<file path="config.mk">
export PLATFORM = sky130hd
export DESIGN_NAME = fir_output_stage_flat
export DESIGN_NICKNAME = d
export VERILOG_FILES = /design/src/rtl/fir_pkg.sv /design/src/rtl/fir_output_stage_if.sv /design/src/rtl/fir_sync_fifo.sv /design/src/rtl/fir_output_stage.sv /design/src/flat_wrapper.sv
export SDC_FILE = /design/constraint.sdc
export NUM_CORES = 1
export LEC_CHECK = 0
export ABC_AREA = 1
export BUFFER_PORTS_ARGS = -buffer_cell sky130_fd_sc_hd__buf_2
export CELL_PAD_IN_SITES_DETAIL_PLACEMENT = 1
export CELL_PAD_IN_SITES_GLOBAL_PLACEMENT = 2
export CORE_ASPECT_RATIO = 0.8
export CORE_MARGIN = 2
export CORE_UTILIZATION = 30
export DETAILED_ROUTE_END_ITERATION = 8
export PLACE_DENSITY_LB_ADDON = 0.1
export SLEW_MARGIN = 20
export SYNTH_ARGS = -nofsm -noshare
export SYNTH_HDL_FRONTEND = slang
export SYNTH_SLANG_ARGS = --single-unit
</file>
<file path="constraint.sdc">
create_clock -name clk -period 2.6 [get_ports clk]
set_clock_uncertainty 0.2 [all_clocks]
set_input_delay 0.52 -clock clk [delete_from_list [all_inputs] [get_ports clk]]
set_output_delay 0.52 -clock clk [all_outputs]
set_load 0.005 [all_outputs]
</file>
<file path="src/rtl/fir_pkg.sv">
// fir_pkg
//   Constants and helper functions shared by the FIR filter and its output
//   stage: accumulator width derivation, signed saturation limits and the
//   round-half-up constant.
package fir_pkg;

  // Full-precision accumulator width of a NUM_OF_TAPS filter.
  function automatic int acc_width(input int taps, input int in_w, input int coef_w);
    return in_w + coef_w + $clog2(taps);
  endfunction

  // Largest value of a signed number of the given width.
  function automatic int sat_max(input int width);
    return (1 << (width - 1)) - 1;
  endfunction

  // Smallest value of a signed number of the given width.
  function automatic int sat_min(input int width);
    return -(1 << (width - 1));
  endfunction

  // Half of one output LSB when SHIFT bits are dropped.
  function automatic int round_const(input int shift);
    return 1 << (shift - 1);
  endfunction

endpackage

</file>
<file path="src/rtl/fir_output_stage_if.sv">
// fir_output_stage_if
//   Sample stream into and out of the FIR output stage.
//   acc_data/acc_data_flag : accumulator result and its single-cycle strobe
//   out_data/out_valid     : sample at the FIFO head, FIFO not empty
//   out_ready              : sink accepts out_data when out_valid is high
//   master : the side feeding accumulator results and consuming samples
//   slave  : the output stage itself
interface fir_output_stage_if
  import fir_pkg::*;
#(
  parameter int ACC_WIDTH    = acc_width(3, 8, 8),
  parameter int OUTPUT_WIDTH = 8
);
  logic signed [ACC_WIDTH-1:0]    acc_data;
  logic                           acc_data_flag;
  logic signed [OUTPUT_WIDTH-1:0] out_data;
  logic                           out_valid;
  logic                           out_ready;

  modport master (
    output acc_data,
    output acc_data_flag,
    output out_ready,
    input  out_data,
    input  out_valid
  );

  modport slave (
    input  acc_data,
    input  acc_data_flag,
    input  out_ready,
    output out_data,
    output out_valid
  );
endinterface

</file>
<file path="src/rtl/fir_sync_fifo.sv">
// fir_sync_fifo
//   Small synchronous FIFO with an occupancy counter. The head is shown
//   combinationally and reads as zero while empty. A push into a full FIFO
//   is accepted only if a pop happens in the same cycle. clear_i flushes the
//   FIFO and overrides any push/pop in that cycle.
//   Ports: clk, rst_n (async, active low), clear_i, push_i, data_i, pop_i,
//          full_o, empty_o, head_o.
module fir_sync_fifo
  import fir_pkg::*;
#(
  parameter int WIDTH = 8,
  parameter int DEPTH = 4
) (
  input  logic             clk,
  input  logic             rst_n,
  input  logic             clear_i,
  input  logic             push_i,
  input  logic [WIDTH-1:0] data_i,
  input  logic             pop_i,
  output logic             full_o,
  output logic             empty_o,
  output logic [WIDTH-1:0] head_o
);
  localparam int PTR_W = $clog2(DEPTH);
  localparam int CNT_W = PTR_W + 1;

  logic [WIDTH-1:0] mem_q [DEPTH];
  logic [PTR_W-1:0] wr_ptr_q, wr_ptr_d;
  logic [PTR_W-1:0] rd_ptr_q, rd_ptr_d;
  logic [CNT_W-1:0] count_q, count_d;
  logic             do_push, do_pop;

  assign empty_o = (count_q == '0);
  assign full_o  = (count_q == CNT_W'(DEPTH));
  assign do_pop  = pop_i & ~empty_o;
  assign do_push = push_i & (~full_o | do_pop);
  assign head_o  = empty_o ? '0 : mem_q[rd_ptr_q];

  always_comb begin
    wr_ptr_d = wr_ptr_q;
    rd_ptr_d = rd_ptr_q;
    count_d  = count_q;
    if (clear_i) begin
      wr_ptr_d = '0;
      rd_ptr_d = '0;
      count_d  = '0;
    end else begin
      // DEPTH is a power of two, so pointer increments wrap by themselves.
      if (do_push) wr_ptr_d = wr_ptr_q + 1'b1;
      if (do_pop)  rd_ptr_d = rd_ptr_q + 1'b1;
      case ({do_push, do_pop})
        2'b10:   count_d = count_q + 1'b1;
        2'b01:   count_d = count_q - 1'b1;
        default: count_d = count_q;
      endcase
    end
  end

  always_ff @(posedge clk or negedge rst_n) begin
    if (!rst_n) begin
      wr_ptr_q <= '0;
      rd_ptr_q <= '0;
      count_q  <= '0;
    end else begin
      wr_ptr_q <= wr_ptr_d;
      rd_ptr_q <= rd_ptr_d;
      count_q  <= count_d;
    end
  end

  // Storage needs no reset: the head is masked while the FIFO is empty.
  always_ff @(posedge clk) begin
    if (do_push && !clear_i) mem_q[wr_ptr_q] <= data_i;
  end
endmodule

</file>
<file path="src/rtl/fir_output_stage.sv">
// fir_output_stage
//   Rounds (half-up toward +inf), saturates and decimates full-precision
//   accumulator results, then buffers surviving samples in a FIFO behind a
//   valid/ready output. The upstream strobe is never stalled; a kept sample
//   arriving at a full FIFO with no pop is dropped and flagged.
//   Ports: clk, rst_n (async, active low), clear_i (sync flush),
//          bus (slave: acc_data, acc_data_flag, out_ready in;
//               out_data, out_valid out),
//          overflow_o (sticky drop flag), sat_count_o (saturating count of
//          clamped samples).
module fir_output_stage
  import fir_pkg::*;
#(
  parameter int NUM_OF_TAPS   = 3,
  parameter int INPUT_WIDTH   = 8,
  parameter int COEF_WIDTH    = 8,
  parameter int ACC_WIDTH     = acc_width(NUM_OF_TAPS, INPUT_WIDTH, COEF_WIDTH),
  parameter int OUTPUT_WIDTH  = 8,
  parameter int SHIFT         = 8,
  parameter int DECIM         = 1,
  parameter int FIFO_DEPTH    = 4,
  parameter int SAT_CNT_WIDTH = 8
) (
  input  logic                     clk,
  input  logic                     rst_n,
  input  logic                     clear_i,
  fir_output_stage_if.slave        bus,
  output logic                     overflow_o,
  output logic [SAT_CNT_WIDTH-1:0] sat_count_o
);
  // One guard bit keeps acc + round constant from wrapping.
  localparam int EXT_W  = ACC_WIDTH + 1;
  localparam int DCNT_W = (DECIM > 1) ? $clog2(DECIM) : 1;
  localparam logic signed [EXT_W-1:0] RND     = EXT_W'(round_const(SHIFT));
  localparam logic signed [EXT_W-1:0] MAX_EXT = EXT_W'(sat_max(OUTPUT_WIDTH));
  localparam logic signed [EXT_W-1:0] MIN_EXT = EXT_W'(sat_min(OUTPUT_WIDTH));
  localparam logic [DCNT_W-1:0]       DCNT_RELOAD = DCNT_W'(DECIM - 1);

  logic signed [EXT_W-1:0]        acc_ext, rnd_sum, rnd_shr;
  logic signed [OUTPUT_WIDTH-1:0] sat_val;
  logic                           sat_hit;

  logic                           s1_valid_q, s1_valid_d;
  logic signed [OUTPUT_WIDTH-1:0] s1_data_q, s1_data_d;
  logic [DCNT_W-1:0]              dcnt_q, dcnt_d;
  logic                           overflow_q, overflow_d;
  logic [SAT_CNT_WIDTH-1:0]       sat_cnt_q, sat_cnt_d;

  logic                           push, pop;
  logic                           fifo_full, fifo_empty;
  logic [OUTPUT_WIDTH-1:0]        fifo_head;

  always_comb begin
    acc_ext = $signed({bus.acc_data[ACC_WIDTH-1], bus.acc_data});
    rnd_sum = acc_ext + RND;
    rnd_shr = rnd_sum >>> SHIFT;
    sat_hit = 1'b1;
    if (rnd_shr > MAX_EXT) begin
      sat_val = OUTPUT_WIDTH'(MAX_EXT);
    end else if (rnd_shr < MIN_EXT) begin
      sat_val = OUTPUT_WIDTH'(MIN_EXT);
    end else begin
      sat_val = OUTPUT_WIDTH'(rnd_shr);
      sat_hit = 1'b0;
    end
  end

  assign pop = ~fifo_empty & bus.out_ready;

  // Decimation uses a down-counter: a stage-1 sample is kept when the count
  // is zero, which then reloads to DECIM-1, giving 1 kept in every DECIM.
  always_comb begin
    s1_valid_d = 1'b0;
    s1_data_d  = s1_data_q;
    dcnt_d     = dcnt_q;
    overflow_d = overflow_q;
    sat_cnt_d  = sat_cnt_q;
    push       = 1'b0;
    if (clear_i) begin
      s1_data_d  = '0;
      dcnt_d     = '0;
      overflow_d = 1'b0;
      sat_cnt_d  = '0;
    end else begin
      if (bus.acc_data_flag) begin
        s1_valid_d = 1'b1;
        s1_data_d  = sat_val;
        if (sat_hit && (sat_cnt_q != '1)) sat_cnt_d = sat_cnt_q + 1'b1;
      end
      if (s1_valid_q) begin
        push   = (dcnt_q == '0);
        dcnt_d = push ? DCNT_RELOAD : dcnt_q - 1'b1;
      end
      if (push && fifo_full && !pop) overflow_d = 1'b1;
    end
  end

  always_ff @(posedge clk or negedge rst_n) begin
    if (!rst_n) begin
      s1_valid_q <= 1'b0;
      s1_data_q  <= '0;
      dcnt_q     <= '0;
      overflow_q <= 1'b0;
      sat_cnt_q  <= '0;
    end else begin
      s1_valid_q <= s1_valid_d;
      s1_data_q  <= s1_data_d;
      dcnt_q     <= dcnt_d;
      overflow_q <= overflow_d;
      sat_cnt_q  <= sat_cnt_d;
    end
  end

  fir_sync_fifo #(
    .WIDTH (OUTPUT_WIDTH),
    .DEPTH (FIFO_DEPTH)
  ) u_fifo (
    .clk     (clk),
    .rst_n   (rst_n),
    .clear_i (clear_i),
    .push_i  (push),
    .data_i  (s1_data_q),
    .pop_i   (pop),
    .full_o  (fifo_full),
    .empty_o (fifo_empty),
    .head_o  (fifo_head)
  );

  assign bus.out_valid = ~fifo_empty;
  assign bus.out_data  = fifo_head;
  assign overflow_o    = overflow_q;
  assign sat_count_o   = sat_cnt_q;
endmodule

</file>
<file path="src/flat_wrapper.sv">
// flat-port wrapper written by rule: the top's interface ports become plain ports
module fir_output_stage_flat import fir_pkg::*;
#(
  parameter int NUM_OF_TAPS   = 3,
  parameter int INPUT_WIDTH   = 8,
  parameter int COEF_WIDTH    = 8,
  parameter int ACC_WIDTH     = acc_width(NUM_OF_TAPS, INPUT_WIDTH, COEF_WIDTH),
  parameter int OUTPUT_WIDTH  = 8,
  parameter int SHIFT         = 8,
  parameter int DECIM         = 1,
  parameter int FIFO_DEPTH    = 4,
  parameter int SAT_CNT_WIDTH = 8
)
  (clk, rst_n, clear_i, overflow_o, sat_count_o, bus_acc_data, bus_acc_data_flag, bus_out_ready, bus_out_data, bus_out_valid);
  fir_output_stage_if #(.ACC_WIDTH(ACC_WIDTH), .OUTPUT_WIDTH(OUTPUT_WIDTH)) bus_i ();
  input  logic clk;
  input  logic rst_n;
  input  logic clear_i;
  output logic overflow_o;
  output logic [SAT_CNT_WIDTH-1:0] sat_count_o;
  input wire logic [$bits(bus_i.acc_data)-1:0] bus_acc_data;
  input wire logic [$bits(bus_i.acc_data_flag)-1:0] bus_acc_data_flag;
  input wire logic [$bits(bus_i.out_ready)-1:0] bus_out_ready;
  output wire logic [$bits(bus_i.out_data)-1:0] bus_out_data;
  output wire logic [$bits(bus_i.out_valid)-1:0] bus_out_valid;
  assign bus_i.acc_data = bus_acc_data;
  assign bus_i.acc_data_flag = bus_acc_data_flag;
  assign bus_i.out_ready = bus_out_ready;
  assign bus_out_data = bus_i.out_data;
  assign bus_out_valid = bus_i.out_valid;
  fir_output_stage #(.NUM_OF_TAPS(NUM_OF_TAPS), .INPUT_WIDTH(INPUT_WIDTH), .COEF_WIDTH(COEF_WIDTH), .ACC_WIDTH(ACC_WIDTH), .OUTPUT_WIDTH(OUTPUT_WIDTH), .SHIFT(SHIFT), .DECIM(DECIM), .FIFO_DEPTH(FIFO_DEPTH), .SAT_CNT_WIDTH(SAT_CNT_WIDTH)) u_core (.clk(clk), .rst_n(rst_n), .clear_i(clear_i), .bus(bus_i), .overflow_o(overflow_o), .sat_count_o(sat_count_o));
endmodule
</file>
==> metrics, run 1 <==
Die Y 93.3 um; commonest register cell after synthesis edfxtp_1; Peak VDD IR 0.222 mV; Max-cap violations 0; final worst-path cycle share 0.907; Synth Net Count 344; met2 wire len 3240 um; synthesized area 0.00299 mm^2; initial core utilization 0.309; Tot Pwr 2.78 mW; Clock Path Buffers 2; synthesized netlist cell count 314; detailed-route vias per instance 4.42; layout cells sized above 1 0.278; first-pass GRT wire length 11400 um; Fin Setup TNS 0 ns; CTS Sinks 57; Port Buffer Count 33; initial DRC count 52; largest net degree at the start of global routing 26; Pleak 1.65 nW; synth warn 0; H-tree depth 3; wl on met1 3400 um; adder-cell share of the synthesized area 0.0318; WL final 6900 um; DRC errors left 0; ys async rst share 0.439; Synth Area in Compound Gates 0.0677; FMAX 424 MHz; Pre-antenna DRT Iters 4; Clock Root Buffer clkbuf_16; Post-synth EDFFs 32; setup repair after global routing missed its margin false; postcts setup bufs 0; crit-path cells inv_2, o21ai_0, a21oi_1, buf_2; Distinct cells, synth 32; vias in the first global route 2268; Wirelength per Cell 13.6 um; GP Congestion 0.742; hpwl dp 5110 um; GRT Total Usage 0.140; Pins Over Slew Limit 0; Core Region 0.00969 mm^2; simple-gate share of the synthesized area 0.278; area post-placement 0.00341 mm^2; Top Metal Used met4; met3 wire len 190 um; Setup-failing EPs final 0; Critical Path Fanout Max 16; register area share after synthesis 0.530; delay-heaviest family, CP flip-flops; Layout Nets 396; syn_area_per_cell 9.53 um^2; CP bufs+invs 2; power per cell area 752 mW/mm^2; antenna cell count 0; CP Data Arrival Time 1.64 ns; status complete, no violations; CP peak stage delay 0.58 ns; io pins 41; post-cts gate resize count 0; area delta synth->final 23.8%; Clock transition at path regs 0.05 ns; # rows 32; FF-to-FF setup slack 0.35 ns; Post-Synth XOR/XNOR Area 0.0351; worst skew pair latency 0.32 ns; worst slew pin tran 0.623 ns; design area 0.00370 mm^2; CTS Buf Count 9; Fin. Hold Viols 0; CTS tree done; fillers 1164; slowest CP cell dfrtp_1; Total Die Area 0.0108 mm^2; nature of the critical path endpoint primary output; antenna violations before repair 0; Critical Path RT 1.88 ns; Final min period 2.36 ns; post-route ant nets 0; post-synthesis mux area share 0.00376; Via Count 2240; total grt overflow 0; largest family of logic cells by synthesized area simple AND/OR/NAND/NOR gates; Slew Limit Headroom 0.585; Hold Path Class in2async; WS Path Type reg2out; die extent in x 116 um; hold buffers post-CTS 0; Seq cells post-synth 57; Critical Path Source Type flop
==> routing by layer <==
layer  global-route usage  vias to the layer above
met2                0.232                       29
met4               0.0446                        0
met3               0.0350                        5
li1                     -                     1155
met1                0.178                     1051
met5                    0                        -
==> layout by cell type (no fill, tap or decap) <==
cell type and instances:
nor2_1 48, nand2_1 48, buf_2 33, edfxtp_1 32, inv_1 27, dfrtp_1 25
nand3_1 19, o21ai_0 18, buf_4 14, nand3_2 12, nand4_1 12, a21oi_1 10
xor2_1 10, clkbuf_16 9, nor2_2 7, inv_2 6, nand2_2 6, ha_1 6
o21ai_1 4, clkinv_1 2, a22o_1 2, nand2_4 2, nand2_8 2, nor3_1 2
xnor2_1 2, clkinv_4 2, clkinvlp_4 2, inv_4 1, nor2_4 1, mux2_2 1
nand3_4 1, a21oi_2 1, a21oi_4 1, fa_1 1, bufinv_16 1, clkinv_2 1
==> cells by family (layout without fill, tap and decap cells) <==
kind of cell | Yosys count | after routing
and+or+nand+nor | 160 | 160
muxes | 1 | 1
buffers and inverters | 41 | 98
xor gates and xnor gates | 12 | 12
adders and majority gates | 7 | 7
DFF | 57 | 57
AOI/OAI and AO/OA | 36 | 36
==> layout make-up <==
cell class,count,area [um^2],share of cell area
tap,136,170,0.0459
clock inverter,7,71.3,0.0193
timing repair buffer,47,270,0.0729
multi-input combinational,216,1250,0.337
sequential,57,1590,0.428
inverter,35,134,0.0361
clock buffer,9,225,0.0608
==> sequential cells by signal, summed over array words and instances, names as in the netlist <==
name / count
u_core.s1_data_q: 8
u_core.sat_count_o: 8
u_core.s1_valid_q: 1
u_core.u_fifo.count_q: 3
u_core.u_fifo.rd_ptr_q: 2
u_core.u_fifo.wr_ptr_q: 2
u_core.u_fifo.mem_q: 32
u_core.overflow_o: 1
==> path summary, 6_finish.rpt <==
check	startpoint	to	cells after the start
worst max-delay path	u_core.u_fifo.rd_ptr_q[0]	bus_out_data[0]	4
worst min-delay path	rst_n	u_core.s1_data_q[2]	1
worst max register to register	u_core.u_fifo.count_q[0]	u_core.u_fifo.count_q[2]	10
worst min register to register	u_core.overflow_o	u_core.overflow_o	2
max in group asynchronous	rst_n	u_core.s1_valid_q	1
min in group clk	clear_i	u_core.overflow_o	2
==> through the flow <==
stage / setup WS [ns] / instances / hold WS (ns) / utilization
2_1_floorplan: 0.486 / 314 / 0.0244 / -
3_3_place_gp: 0.344 / 491 / 0.303 / 0.352
3_5_place_dp: 0.333 / 491 / 0.310 / 0.352
4_1_cts: 0.213 / 507 / 0.0416 / 0.382
5_1_grt: 0.128 / 507 / 0.0671 / 0.382
6_report: 0.241 / 507 / 0.0105 / 0.382
==> cell usage after synthesis, types with 3 or more instances <==
cell type / count / area [um^2]
edfxtp_1: 32 / 961
o21ai_1: 4 / 20.0
nand2_2: 6 / 37.5
nand3_2: 12 / 120
nand2_1: 48 / 180
o21ai_0: 18 / 90.1
nand3_1: 19 / 95.1
nor2_1: 48 / 180
xor2_1: 10 / 87.6
ha_1: 6 / 75.1
nor2_2: 7 / 43.8
inv_2: 6 / 22.5
a21oi_1: 10 / 50.1
dfrtp_1: 25 / 626
inv_1: 27 / 101
nand4_1: 12 / 75.1
clkbuf_1: 3 / 11.3
==> where the power goes <==
group	internal [mW]	total [mW]	switching, mW
Clock	0.738	1.15	0.411
Sequential	1.01	1.08	0.0671
Combinational	0.223	0.554	0.331
No activity file was read; power rests on OpenSTA's default activity.
==> inputs of run 2 (changes only) <==
--- a/config.mk
+++ b/config.mk
@@ -13,7 +13,7 @@
 export CORE_MARGIN = 2
 export CORE_UTILIZATION = 30
 export DETAILED_ROUTE_END_ITERATION = 8
-export PLACE_DENSITY_LB_ADDON = 0.1
+export PLACE_DENSITY = 0.74
 export SLEW_MARGIN = 20
 export SYNTH_ARGS = -nofsm -noshare
 export SYNTH_HDL_FRONTEND = slang
==> metrics, run 2 (same netlist as run 1, synthesis figures left out) <==
status complete, but fails checks; delay-heaviest family, CP flip-flops; CP peak stage delay 0.48 ns; Pins Over Slew Limit 0; post-cts gate resize count 0; Critical Path RT 1.88 ns; Fin. Hold Viols 17; layout cells sized above 1 0.271; initial core utilization 0.309; Crit path depth 5; # rows 32; Setup-failing EPs final 0; Final min period 2.28 ns; Core Region 0.00969 mm^2; vias in the first global route 2271; worst r2r path cells 10; Clock Root Buffer clkbuf_16; hold slack -0.00876 ns; worst skew pair latency 0.32 ns; hold buffers post-CTS 0; detailed-route vias per instance 4.43; DRC errors left 0; die extent in x 116 um; Total Die Area 0.0108 mm^2; Fin Setup TNS 0 ns; initial DRC count 51; Pleak 1.65 nW; area delta synth->final 24.0%; postcts setup bufs 0; CTS Buf Count 9; violated checks negative hold slack; Max-cap violations 0; Largest Register u_core.u_fifo.mem_q; FF-to-FF setup slack 0.35 ns; CTS tree done; WL final 6450 um; Hold Path Class in2async; hpwl dp 4780 um; Port Buffer Count 33; GRT Total Usage 0.136; worst slew pin tran 0.621 ns; commonest non-fill, non-tap cells in the layout nor2_1 (48), nand2_1 (48), buf_2 (33), edfxtp_1 (32), inv_1 (27); total grt overflow 0; Slew Limit Headroom 0.586; CP Data Arrival Time 1.56 ns; slowest CP cell dfrtp_2; Pre-antenna DRT Iters 4; Clock transition at path regs 0.05 ns; Die Y 93.3 um; FMAX 439 MHz; WS Path Type reg2out; power per cell area 793 mW/mm^2; first-pass GRT wire length 11400 um; Peak VDD IR 0.298 mV; nature of the critical path endpoint primary output; antenna violations before repair 0; crit-path cells clkinvlp_4, nor2_1, o21ai_0, a21oi_1, buf_2; Worst Setup Slack, final 0.321 ns; reg2reg start u_core.u_fifo.count_q[0]; pre-CTS WS 0.337 ns; Via Count 2219; max reg flops 32; H-tree depth 3; Clock Path Buffers 2; Critical Path Source Type flop; final worst-path cycle share 0.876; largest net degree at the start of global routing 26; post-route ant nets 0; GP Congestion 0.799; setup repair after global routing missed its margin false; crit path from u_core.u_fifo.rd_ptr_q[1]; Wirelength per Cell 12.9 um; Critical Path Fanout Max 10; CP bufs+invs 2; antenna cell count 0; io pins 41; Layout Nets 390; CTS Sinks 57
[run 2: final cells by class]
class	count	area, um^2
Timing Repair Buffer	41	225
Fill cell	1166	5980
Tap cell	136	170
Inverter	35	138
Sequential cell	57	1590
Multi-Input combinational cell	216	1250
Clock buffer	9	225
Clock inverter	7	119
[run 2: path summary, 6_finish.rpt]
kind / end
max: bus_out_data[3]
min: u_core.u_fifo.count_q[1]
max reg2reg: u_core.u_fifo.count_q[2]
min reg2reg: u_core.overflow_o
max in group asynchronous: u_core.u_fifo.rd_ptr_q[1]
min in group clk: u_core.overflow_o
[run 2: per-layer routing]
layer / GRT usage / wire length (um)
met5: 0 / 0
met4: 0.0387 / 84
met3: 0.0350 / 188
met2: 0.204 / 2800
met1: 0.193 / 3380
[run 2: where the power goes]
part,leakage [nW],switching [mW],internal (mW)
sequential,0.628,0.0616,1.01
clock,0.163,0.401,0.934
combinational,0.856,0.319,0.214
[run 2: through the flow]
step           hold WS, ns   util  total power, mW  area, um^2  cells
6_report          -0.00876  0.383             2.95        3710    501
5_1_grt             0.0406  0.383             3.11        3710    501
4_1_cts            0.00637  0.383             2.98        3710    501
3_5_place_dp         0.310  0.347             1.63        3360    485
3_3_place_gp         0.304  0.347             1.62        3360    485
2_1_floorplan       0.0244      -             1.43        2990    314
==> inputs of run 3 (changes only) <==
--- a/config.mk
+++ b/config.mk
@@ -12,6 +12,7 @@
 export CORE_ASPECT_RATIO = 0.8
 export CORE_MARGIN = 2
 export CORE_UTILIZATION = 30
+export CTS_BUF_LIST = sky130_fd_sc_hd__clkbuf_8
 export DETAILED_ROUTE_END_ITERATION = 8
 export PLACE_DENSITY = 0.74
 export SLEW_MARGIN = 20
==> metrics, run 3 (same netlist as run 1, synthesis figures left out) <==
H-tree depth 3; dpl cells 485; Core Region 0.00969 mm^2; Port Buffer Count 33; antenna cell count 0; Setup-failing EPs final 0; io pins 41; worst skew pair latency 0.33 ns; nature of the critical path endpoint primary output; worst slew pin tran 0.626 ns; largest net degree at the start of global routing 26; Hold Path Class in2reg; GP Congestion 0.799; Fin. Hold Viols 0; Fin Setup TNS 0 ns; postcts setup bufs 0; initial DRC count 48; Wirelength per Cell 12.4 um; CTS Sinks 57; WS Path Type reg2out; design area 0.00362 mm^2; FMAX 435 MHz; power per cell area 719 mW/mm^2; Via Count 2205; Slew Limit Headroom 0.583; setup repair after global routing missed its margin false; GRT Total Usage 0.131; area post-placement 0.00336 mm^2; CP peak stage delay 0.48 ns; post-route insts no fill 502; WL final 6210 um; Clock transition at path regs 0.07 ns; Final min period 2.30 ns; first-pass GRT wire length 10900 um; Pins Over Slew Limit 0; Largest Register u_core.u_fifo.mem_q; Pleak 1.61 nW; total grt overflow 0; Pre-antenna DRT Iters 4; hold slack 0.210 ns; post-route ant nets 0; DRC errors left 0; detailed-route vias per instance 4.39; area delta synth->final 21.0%; status complete, no violations; max reg flops 32; fillers 1164; Total Die Area 0.0108 mm^2; Peak VDD IR 0.242 mV; CP Data Arrival Time 1.58 ns; Clock Root Buffer clkbuf_8; hpwl dp 4780 um; crit-path cells clkinvlp_4, nor2_1, o21ai_0, a21oi_1, buf_2; Critical Path Source Type flop; layout cells sized above 1 0.270; final worst-path cycle share 0.885; initial core utilization 0.309; CTS tree done; Layout Nets 391; antenna violations before repair 0; Tot Pwr 2.60 mW; slowest CP cell dfrtp_2; Critical Path RT 1.88 ns; Critical Path Fanout Max 10; # rows 32; Clock Path Buffers 2; commonest non-fill, non-tap cells in the layout nor2_1 (48), nand2_1 (48), buf_2 (33), edfxtp_1 (32), inv_1 (27); CTS Buf Count 9; Die Y 93.3 um; vias in the first global route 2218; Max-cap violations 0; die extent in x 116 um
==> run 3: cell types whose count changed in the layout (fill, tap and decap cells not counted), sizes merged <==
cell / previous run / this run
dlygate4sd3: 0 / 1
==> run 3: what timing repair did <==
item | 4_1_cts | 5_1_grt
setup endpoints to repair | 0 | 4
gates resized for setup | 0 | 2
endpoints found under the hold margin | 6 | 0
hold buffers | 1 | 0
==> run 3: cell type report <==
| class | count | area (um^2) | share of cell area |
|---|---|---|---|
| Timing Repair Buffer | 42 | 235 | 0.0650 |
| Clock inverter | 7 | 119 | 0.0328 |
| Tap cell | 136 | 170 | 0.0470 |
| Clock buffer | 9 | 124 | 0.0342 |
| Multi-Input combinational cell | 216 | 1250 | 0.345 |
| Inverter | 35 | 138 | 0.0380 |
| Sequential cell | 57 | 1590 | 0.438 |
==> run 3: metrics by stage <==
stage | setup WS [ns] | utilization
2_1_floorplan | 0.486 | -
3_3_place_gp | 0.390 | 0.347
3_5_place_dp | 0.337 | 0.347
4_1_cts | 0.103 | 0.373
5_1_grt | 0.113 | 0.374
6_report | 0.299 | 0.374
==> run 3: power breakdown <==
group / total (mW) / switching (mW) / internal, mW
Clock: 0.997 / 0.361 / 0.636
Sequential: 1.07 / 0.0607 / 1.01
Combinational: 0.534 / 0.318 / 0.215
Total: 2.60 / 0.740 / 1.86
==> run 3: worst paths after layout <==
kind | start | to | slack [ns] | cells after the start
max | u_core.u_fifo.rd_ptr_q[1] | bus_out_data[3] | 0.30 | 5
min | clear_i | u_core.overflow_o | 0.21 | 2
max reg2reg | u_core.u_fifo.count_q[0] | u_core.u_fifo.count_q[2] | 0.34 | 10
min reg2reg | u_core.overflow_o | u_core.overflow_o | 0.32 | 2
max in group asynchronous | rst_n | u_core.u_fifo.rd_ptr_q[1] | 1.28 | 2
min in group asynchronous | rst_n | u_core.u_fifo.count_q[1] | 0.51 | 2
==> run 3: metal layers <==
metal / part of all wire / up-vias / track usage / routed length, um
met4: 0.014 / 0 / 0.0387 / 89
met5: 0 / - / 0 / 0
met2: 0.42 / 34 / 0.194 / 2630
met3: 0.033 / 9 / 0.0331 / 207
li1: - / 1137 / - / -
met1: 0.53 / 1025 / 0.188 / 3280
==> run 3: worst max-delay path, delay by kind of cell, from the launching register on <==
family                 cells  cell delay (ns)
flip-flops                 1             0.48
buffers and inverters      2             0.35
AO/OA/AOI/OAI              2             0.27
AND/OR/NAND/NOR            1             0.16
